==> config.mk <==
export PLATFORM = sky130hd
export DESIGN_NAME = reram_mvm_ctrl
export DESIGN_NICKNAME = d
export VERILOG_FILES = /design/src/rtl/reram_pkg.sv /design/src/rtl/reram_mvm_ctrl.sv
export SDC_FILE = /design/constraint.sdc
export NUM_CORES = 1
export LEC_CHECK = 0
export ABC_CLOCK_PERIOD_IN_PS = 4800
export BUFFER_PORTS_ARGS = -buffer_cell sky130_fd_sc_hd__buf_2
export CAP_MARGIN = 20
export CORE_AREA = 3 3 259 261
export CTS_CLUSTER_SIZE = 40
export DETAILED_ROUTE_END_ITERATION = 8
export DIE_AREA = 0 0 262 264
export GPL_ROUTABILITY_DRIVEN = 0
export PLACE_DENSITY = 0.47
export SYNTH_ARGS = -nofsm -noshare
export SYNTH_HDL_FRONTEND = slang
export SYNTH_SLANG_ARGS = --single-unit
==> constraint.sdc <==
create_clock -name clk -period 4.8 [get_ports clk]
set_input_delay 0.48 -clock clk [delete_from_list [all_inputs] [get_ports clk]]
set_output_delay 0.48 -clock clk [all_outputs]
set_load 0.03 [all_outputs]
==> src/rtl/reram_pkg.sv <==
// Shared definitions for the 8x8 ReRAM crossbar sequencer.
// Contents: crossbar geometry and lane widths, the controller state enum,
// packed lane vector types and the per-lane saturation helper.
package reram_pkg;

    localparam int XBAR_N     = 8;
    localparam int XBAR_CELLS = 64;
    localparam int V_W        = 8;
    localparam int G_W        = 8;
    localparam int I_W        = 32;

    typedef enum logic [1:0] {
        IDLE   = 2'd0,
        PROG   = 2'd1,
        SETTLE = 2'd2,
        OUT    = 2'd3
    } mvm_state_e;

    typedef logic [XBAR_N-1:0][V_W-1:0] volt_vec_t;
    typedef logic [XBAR_N-1:0][I_W-1:0] curr_vec_t;

    // Unsigned per-lane min(lane, ceil).
    function automatic curr_vec_t clamp_lanes(input curr_vec_t lanes,
                                              input logic [I_W-1:0] ceil);
        curr_vec_t res;
        for (int i = 0; i < XBAR_N; i++) begin
            res[i] = (lanes[i] > ceil) ? ceil : lanes[i];
        end
        return res;
    endfunction

endpackage

==> src/rtl/reram_mvm_ctrl.sv <==
// Sequencer for the 8x8 ReRAM crossbar: streams a 64-entry conductance
// matrix into the array, then runs one matrix-vector multiply at a time
// (drive voltages, wait settle time, capture row currents, hand off result).
// Optional build macro: RERAM_MVM_CLAMP_EN saturates each captured lane
// at CLAMP_MAX; without it lanes are captured raw.
// Ports:
//   clk, rst               clock, synchronous active-high reset
//   w_valid/w_ready/w_data weight stream, row-major index r*8+c
//   x_valid/x_ready/x_data input vector, lane c at [c*8+:8]
//   y_valid/y_ready/y_data result, row r at [r*32+:32]
//   weights_loaded         full matrix has been programmed
//   prog_enable/addr/data  crossbar cell write port
//   voltages_packed        registered crossbar drive voltages
//   currents_packed        crossbar row currents
module reram_mvm_ctrl
    import reram_pkg::*;
#(
    parameter int          N             = 8,
    parameter int          SETTLE_CYCLES = 2,
    parameter logic [31:0] CLAMP_MAX     = 32'd65535
) (
    input  logic         clk,
    input  logic         rst,
    input  logic         w_valid,
    output logic         w_ready,
    input  logic [7:0]   w_data,
    input  logic         x_valid,
    output logic         x_ready,
    input  logic [63:0]  x_data,
    output logic         y_valid,
    input  logic         y_ready,
    output logic [255:0] y_data,
    output logic         weights_loaded,
    output logic         prog_enable,
    output logic [5:0]   prog_addr,
    output logic [7:0]   prog_data,
    output logic [63:0]  voltages_packed,
    input  logic [255:0] currents_packed
);

`ifdef RERAM_MVM_CLAMP_EN
    localparam logic CLAMP_ON = 1'b1;
`else
    localparam logic CLAMP_ON = 1'b0;
`endif

    localparam logic [5:0] W_LAST = 6'(N*N-1);
    localparam logic [3:0] S_LAST = 4'(SETTLE_CYCLES-1);

    mvm_state_e state_q;
    logic [5:0] wcnt_q;
    logic [3:0] scnt_q;
    logic       wl_q;
    logic       y_valid_q;
    volt_vec_t  volt_q;
    curr_vec_t  y_data_q;
    curr_vec_t  cur_raw;
    curr_vec_t  cur_cap;

    assign cur_raw = curr_vec_t'(currents_packed);
    assign cur_cap = CLAMP_ON ? clamp_lanes(cur_raw, CLAMP_MAX) : cur_raw;

    always_ff @(posedge clk) begin
        if (rst) begin
            state_q   <= IDLE;
            wcnt_q    <= '0;
            scnt_q    <= '0;
            wl_q      <= 1'b0;
            y_valid_q <= 1'b0;
            volt_q    <= '0;
            y_data_q  <= '0;
        end else begin
            case (state_q)
                IDLE: begin
                    // The entry cycle only switches modes; the first weight
                    // is taken on the following PROG cycle.
                    if (w_valid) begin
                        state_q <= PROG;
                        wl_q    <= 1'b0;
                        wcnt_q  <= '0;
                    end else if (x_valid) begin
                        volt_q  <= volt_vec_t'(x_data);
                        scnt_q  <= '0;
                        state_q <= SETTLE;
                    end
                end
                PROG: begin
                    if (w_valid) begin
                        if (wcnt_q == W_LAST) begin
                            wcnt_q  <= '0;
                            wl_q    <= 1'b1;
                            state_q <= IDLE;
                        end else begin
                            wcnt_q <= wcnt_q + 6'd1;
                        end
                    end
                end
                SETTLE: begin
                    if (scnt_q == S_LAST) begin
                        y_data_q  <= cur_cap;
                        y_valid_q <= 1'b1;
                        state_q   <= OUT;
                    end else begin
                        scnt_q <= scnt_q + 4'd1;
                    end
                end
                OUT: begin
                    if (y_ready) begin
                        y_valid_q <= 1'b0;
                        state_q   <= IDLE;
                    end
                end
                default: state_q <= IDLE;
            endcase
        end
    end

    assign w_ready         = (state_q == IDLE) || (state_q == PROG);
    assign x_ready         = (state_q == IDLE);
    assign prog_enable     = (state_q == PROG) && w_valid;
    assign prog_addr       = wcnt_q;
    assign prog_data       = w_data;
    assign weights_loaded  = wl_q;
    assign y_valid         = y_valid_q;
    assign y_data          = y_data_q;
    assign voltages_packed = volt_q;

endmodule

==> flow_summary.yaml, run 1 <==
synthesis:
  ys_seq_elements: 334
  syn_nets: 1813
  ys.flop_type: "dfxtp_1"
  synth.top_cell.area_share_pct: 56.4
  netlist_top_cells_area: "dfxtp_1 56%, nand2_1 20%, a21oi_1 14%, buf_6 2.6%, clkbuf_1 1.5%"
  yosys_warnings: 0
  synth_area_per_cell_um2: 8.02
  ys_seq_area_share_pct: 56.4
  synth_top_cell_by_area: "dfxtp_1"
  syn_inst: 1477
  async_flop_share_pct: 0
  synth_edf_count: 0
  netlist-cell-type-count: 37
  synth_area_mm2: 0.0118
power_and_ir_drop:
  swShare_pct: 23.0
  power_frac_comb_pct: 6.5
  switching_power_mw: 1.45
  clock_power_share_pct: 48.7
  p_int_mw: 4.87
  irDropWorstVdd_mv: 0.229
  pwr-share-seq_pct: 44.8
  p_per_area_mw_per_mm2: 373
  p_leak_nw: 7.37
routing:
  avgRoutedWirePerCell_um: 15.5
  ant_nets: 0
  num_vias: 11900
  drt-total-wl_mm: 45.7
  drtPass1Iterations: 5
  drt_iter0_drc: 741
  drc: 0
  avgViaCountPerCell: 4.05
clocking:
  cts_hold_buf: 0
  cts_tree: "built"
  clkSlewWorstSetupHoldPaths_ns: 0.06
  cts_resized: 0
  clock_latency_ns: 0.53
  htree_levels: 2
  clockBufferDepth: 3
  root_buffer: "clkbuf_16"
  cts_num_sinks: 334
  cts_made_buffers: 40
  post_cts_buffers: 0
critical_path:
  required_ns: 5.18
  critPathMaxStageDelay_ns: 0.63
  worst_ep_arrival_time_ns: 2.83
  cp_max_fo: 86
  path_class: "register to register"
  worstSetupStartpointType: "register"
  slowest_stage: "or3_4"
  endpoint_kind: "register"
  r2r_slack_ns: 2.35
  worstPathCellList: "ha_1 -> or3b_1 -> or3_4 -> buf_12 -> nand2_1 -> a21oi_1"
sta:
  fin_setup_tns_ns: 0
  drv_slew: 0
  clock_skew_ns: 0.0121
  fin_crit_sh_pct: 51.1
  fin_crit_ns: 2.45
  setup_viol: 0
  rsz0062_at_grt: "no"
  hold_violations: 0
  relSlewSlack_pct: 49.3
  fmax_ghz: 0.408
  worstMarginPinSlew_ns: 0.760
  setup_ws_ns: 2.35
floorplanning:
  die_x_um: 262
  start_util_pct: 18.3
  die_h_um: 264
  num_rows: 93
  coreArea_mm2: 0.0647
  dieArea_mm2: 0.0692
  io_pins: 672
global_routing:
  grt_max_degree: 134
  grt_pass1_wl_mm: 66.5
  antenna_found_initial: 6
  grt_remaining_overflow: 0
  use_met2_pct: 22.0
  busiest_layer: "met2"
  grt_use_met1_pct: 13.3
  use_met3_pct: 4.48
  first_global_vias: 11400
  grtUsageTotal_pct: 12.2
final_layout:
  final_common_cell: "buf_2"
  nets: 2403
  drive_above_1_share_pct: 34.9
  layout_common_cells: "654 x buf_2, 642 x nand2_1, 334 x dfxtp_1, 326 x a21oi_1, 41 x clkbuf_16"
  area_growth_pct: 43.2
  layout.cells.non_filler: 2948
  fillCellCount: 7214
placement:
  place_hpwl_mm: 33.5
  post-place-cells: 2880
  place_ws_ns: 2.38
  io_buffers: 655
worst_hold_path:
  worstHoldPathType: "input port to register"
run:
  drv_cap: 0
run_status:
  status: "completed"
cell usage after synthesis, types with 4 or more instances:
cell,instances
nand2_1,643
dfxtp_1,334
a21oi_1,326
clkbuf_1,48
buf_6,27
buf_2,26
buf_4,16
nor2_1,12
xor2_1,4
power by group through the flow:
stage | sequential [mW] | combinational [mW] | clock [mW]
floorplan | 2.96 | 0.145 | 0
global placement | 2.89 | 0.411 | 0
detailed placement | 2.89 | 0.415 | 0
CTS | 2.83 | 0.415 | 3.20
global route | 2.84 | 0.447 | 3.30
finish | 2.83 | 0.410 | 3.08
logic make-up (layout without fill, tap and decap cells):
kind of cell	after synthesis	count (layout)	synth area share, %
AOI/OAI and AO/OA	339	339	14.6
xor gates and xnor gates	5	5	0.370
adders and majority gates	3	3	0.317
buffers and inverters	120	734	6.30
DFF	334	334	56.4
muxes	1	1	0.0845
other	0	2	0
and+or+nand+nor	675	675	21.9
final cells by class:
type,instances,area [µm²],share of cell area (%)
antenna,2,5.00,0.0295
clock buffer,56,1170,6.91
clock inverter,10,153,0.900
inverter,3,11.3,0.0664
multi-input combinational,1023,4430,26.1
sequential,334,6690,39.4
tap,855,1070,6.31
timing repair buffer,665,3440,20.3
worst max-delay path, delay by kind of cell (launching register included):
| kind | cells | cell delay, ns |
|---|---|---|
| and+or+nand+nor | 3 | 1.21 |
| DFF | 1 | 0.40 |
| buffers and inverters | 1 | 0.29 |
| adders and majority gates | 1 | 0.20 |
| AOI/OAI and AO/OA | 1 | 0.08 |
through the flow:
stage / util (%) / instance area, µm² / hold slack [ns] / power [mW]
6_report: 26.2 / 17000 / 0.164 / 6.32
3_3_place_gp: 24.2 / 15600 / 0.438 / 3.30
5_1_grt: 26.2 / 17000 / 0.125 / 6.58
3_5_place_dp: 24.2 / 15600 / 0.443 / 3.31
4_1_cts: 26.2 / 17000 / 0.104 / 6.45
2_1_floorplan: - / 11800 / 0.522 / 3.10
sequential cells by signal, summed over array words and instances, names as in the netlist:
signal,count
y_valid,1
weights_loaded,1
y_data,256
scnt_q,4
state_q,2
voltages_packed,64
prog_addr,6
final timing paths:
check	startpoint	end	cells after the start
setup reg to reg	scnt_q[0]	y_data[108]	6
hold reg to reg	y_data[48]	y_data[48]	2
setup / recovery	scnt_q[0]	y_data[108]	6
hold / removal	y_ready	y_valid	2
per-layer routing:
layer	vias up	share of wire (%)	wire length (µm)
met5	-	0.079	36
met4	6	2.6	1210
met3	78	9.7	4450
met2	470	50	22900
met1	5450	38	17200
li1	5923	-	-
Power figures use the tool's default switching activity.
==> run 2: changes to the inputs <==
--- a/config.mk
+++ b/config.mk
@@ -5,13 +5,14 @@
 export SDC_FILE = /design/constraint.sdc
 export NUM_CORES = 1
 export LEC_CHECK = 0
-export ABC_CLOCK_PERIOD_IN_PS = 4800
+export ABC_AREA = 1
+export ABC_CLOCK_PERIOD_IN_PS = 2450
 export BUFFER_PORTS_ARGS = -buffer_cell sky130_fd_sc_hd__buf_2
 export CAP_MARGIN = 20
-export CORE_AREA = 3 3 259 261
+export CORE_AREA = 3 3 258 260
 export CTS_CLUSTER_SIZE = 40
 export DETAILED_ROUTE_END_ITERATION = 8
-export DIE_AREA = 0 0 262 264
+export DIE_AREA = 0 0 261 263
 export GPL_ROUTABILITY_DRIVEN = 0
 export PLACE_DENSITY = 0.47
 export SYNTH_ARGS = -nofsm -noshare
==> constraint.sdc (replaced) <==
create_clock -name clk -period 2.45 [get_ports clk]
set_input_delay 0.245 -clock clk [delete_from_list [all_inputs] [get_ports clk]]
set_output_delay 0.245 -clock clk [all_outputs]
set_load 0.03 [all_outputs]
==> flow_summary.yaml, run 2 <==
clocking:
  root_buffer: "clkbuf_16"
  cts_resized: 0
  clock_latency_ns: 0.54
  htree_levels: 2
  cts_num_sinks: 334
  clkSlewWorstSetupHoldPaths_ns: 0.06
  clockBufferDepth: 3
  cts_made_buffers: 40
  cts_tree: "built"
run_status:
  status: "completed"
final_layout:
  drive_above_1_share_pct: 30.7
  area_growth_pct: 72.4
  layout_common_cells: "655 x buf_2, 652 x nor2_1, 334 x dfxtp_1, 320 x o21ai_0, 304 x dlygate4sd3_1"
  multi_input_area_mm2: 0.00443
  fillCellCount: 6774
  largest_register_ffs: 256
  nets: 2762
  final_common_cell: "buf_2"
  final_util_pct: 31.5
  seq_area_mm2: 0.00669
  design_area_mm2: 0.0203
power_and_ir_drop:
  p_int_mw: 11.6
  p_per_area_mw_per_mm2: 879
  p_leak_nw: 9.26
  swShare_pct: 34.7
  power_frac_comb_pct: 28.9
  irDropWorstVdd_mv: 0.492
  clock_power_share_pct: 33.9
  switching_power_mw: 6.19
  pwr-share-seq_pct: 37.2
critical_path:
  r2r_slack_ns: 0.57
  required_ns: 2.20
  worstPathCellList: "inv_2 -> nor2_1 -> nand2_1 -> inv_1 -> buf_2"
  worst_ep_arrival_time_ns: 1.71
  endpoint_kind: "primary output"
  slowest_stage: "dfxtp_1"
  worstSetupStartpointType: "register"
  cp_max_fo: 5
  critPathMaxStageDelay_ns: 0.40
  path_class: "register to primary output"
synthesis:
  synth_top_cell_by_area: "dfxtp_1"
  synthMostInstantiatedCell: "nor2_1"
  synth.top_cell.area_share_pct: 56.9
  synth_area_per_cell_um2: 7.78
  async_flop_share_pct: 0
  ys_seq_area_share_pct: 56.9
  synth_edf_count: 0
  syn_nets: 1847
  ys_seq_elements: 334
  synth_area_mm2: 0.0118
  syn_inst: 1511
  netlist_top_cells_area: "dfxtp_1 57%, nor2_1 21%, o21ai_0 14%, buf_4 2.5%, clkbuf_1 2.1%"
  yosys_warnings: 0
  ys.flop_type: "dfxtp_1"
  netlist-cell-type-count: 19
  synth_commonest_cells: "652 x nor2_1, 334 x dfxtp_1, 320 x o21ai_0"
routing:
  ant_nets: 0
  num_vias: 13400
  drc: 0
  drt-total-wl_mm: 48.9
  avgViaCountPerCell: 4.06
  drtPass1Iterations: 5
  drt_iter0_drc: 692
  avgRoutedWirePerCell_um: 14.8
run:
  drv_cap: 0
global_routing:
  grt_pass1_wl_mm: 73.5
  grtUsageTotal_pct: 13.4
  first_global_vias: 13200
  grt_max_degree: 94
  grt_remaining_overflow: 0
  antenna_found_initial: 4
placement:
  place_ws_ns: 0.569
  place_hpwl_mm: 34.5
  io_buffers: 655
  place_area_mm2: 0.0159
sta:
  fin_setup_tns_ns: 0
  fin_crit_ns: 1.96
  setup_viol: 0
  rsz0062_at_grt: "no"
  setup_ws_ns: 0.494
  fmax_ghz: 0.511
  fin_crit_sh_pct: 79.8
  worstMarginPinSlew_ns: 0.508
  relSlewSlack_pct: 65.8
  clock_skew_ns: 0.0139
  drv_slew: 0
  hold_violations: 0
  whs_ns: 0.0519
floorplanning:
  coreArea_mm2: 0.0643
  start_util_pct: 18.3
  die_h_um: 263
  num_rows: 93
  io_pins: 672
  die_x_um: 261
  dieArea_mm2: 0.0686
worst_hold_path:
  worstHoldPathType: "input port to register"
[run 2: path summary, 6_finish.rpt]
path / start / to / cells past startpoint
worst min register to register: y_valid / y_valid / 2
worst min-delay path: currents_packed[95] / y_data[95] / 3
worst max register to register: scnt_q[1] / y_data[116] / 7
worst max-delay path: state_q[0] / prog_enable / 5
[run 2: final cells by class]
| type | count | area share (%) |
|---|---|---|
| clock inverters | 13 | 0.840 |
| well taps | 855 | 5.28 |
| multi-input cells | 1047 | 21.9 |
| flip-flops and latches | 334 | 33.0 |
| repair buffers | 986 | 32.9 |
| clock buffers | 56 | 5.69 |
| inverters | 17 | 0.389 |
| diodes | 1 | 0.0123 |
[run 2: metrics by stage]
step,total power [mW],instances
3_3_place_gp,11.5,2935
3_5_place_dp,11.5,2935
6_report,17.8,3309
4_1_cts,18.1,3308
5_1_grt,18.8,3308
2_1_floorplan,9.91,1511
[run 2: power groups by stage]
stage,sequential (mW),clock [mW],combinational [mW]
4_1_cts,6.62,6.28,5.19
3_5_place_dp,6.73,0,4.79
3_3_place_gp,6.70,0,4.75
5_1_grt,6.72,6.50,5.60
2_1_floorplan,8.18,0,1.73
6_report,6.63,6.04,5.16
[run 2: cell families (layout without fill, tap and decap cells)]
group / count (synthesis) / in the layout / synth area share [%]
buffers and inverters: 130 / 1072 / 5.49
XOR/XNOR: 1 / 1 / 0.0745
AO/OA/AOI/OAI: 338 / 338 / 14.4
flip-flops: 334 / 334 / 56.9
adder cells (fa/ha/maj): 3 / 3 / 0.319
other: 0 / 1 / 0
AND/OR/NAND/NOR: 705 / 705 / 22.8
[run 2: critical path: cells and delay by family (launching register included)]
family | cells | cell delay, ns
flip-flops | 1 | 0.40
AND/OR/NAND/NOR | 2 | 0.34
buffers and inverters | 3 | 0.43
[run 2: what timing repair did]
| item | in CTS | in global routing |
|---|---|---|
| hold endpoints to repair | 310 | 0 |
| hold buffers | 304 | 0 |
| buffers inserted | 0 | 0 |
[run 2: per-layer routing]
| layer | share of wire, % | GRT usage, % | vias to the layer above | wire length (µm) |
|---|---|---|---|---|
| li1 | - | - | 6672 | - |
| met4 | 3.2 | 4.58 | 2 | 1570 |
| met1 | 40 | 15.1 | 6210 | 19500 |
| met3 | 7.1 | 3.65 | 95 | 3500 |
| met2 | 50 | 24.1 | 449 | 24400 |
| met5 | 0.027 | 0 | - | 13 |
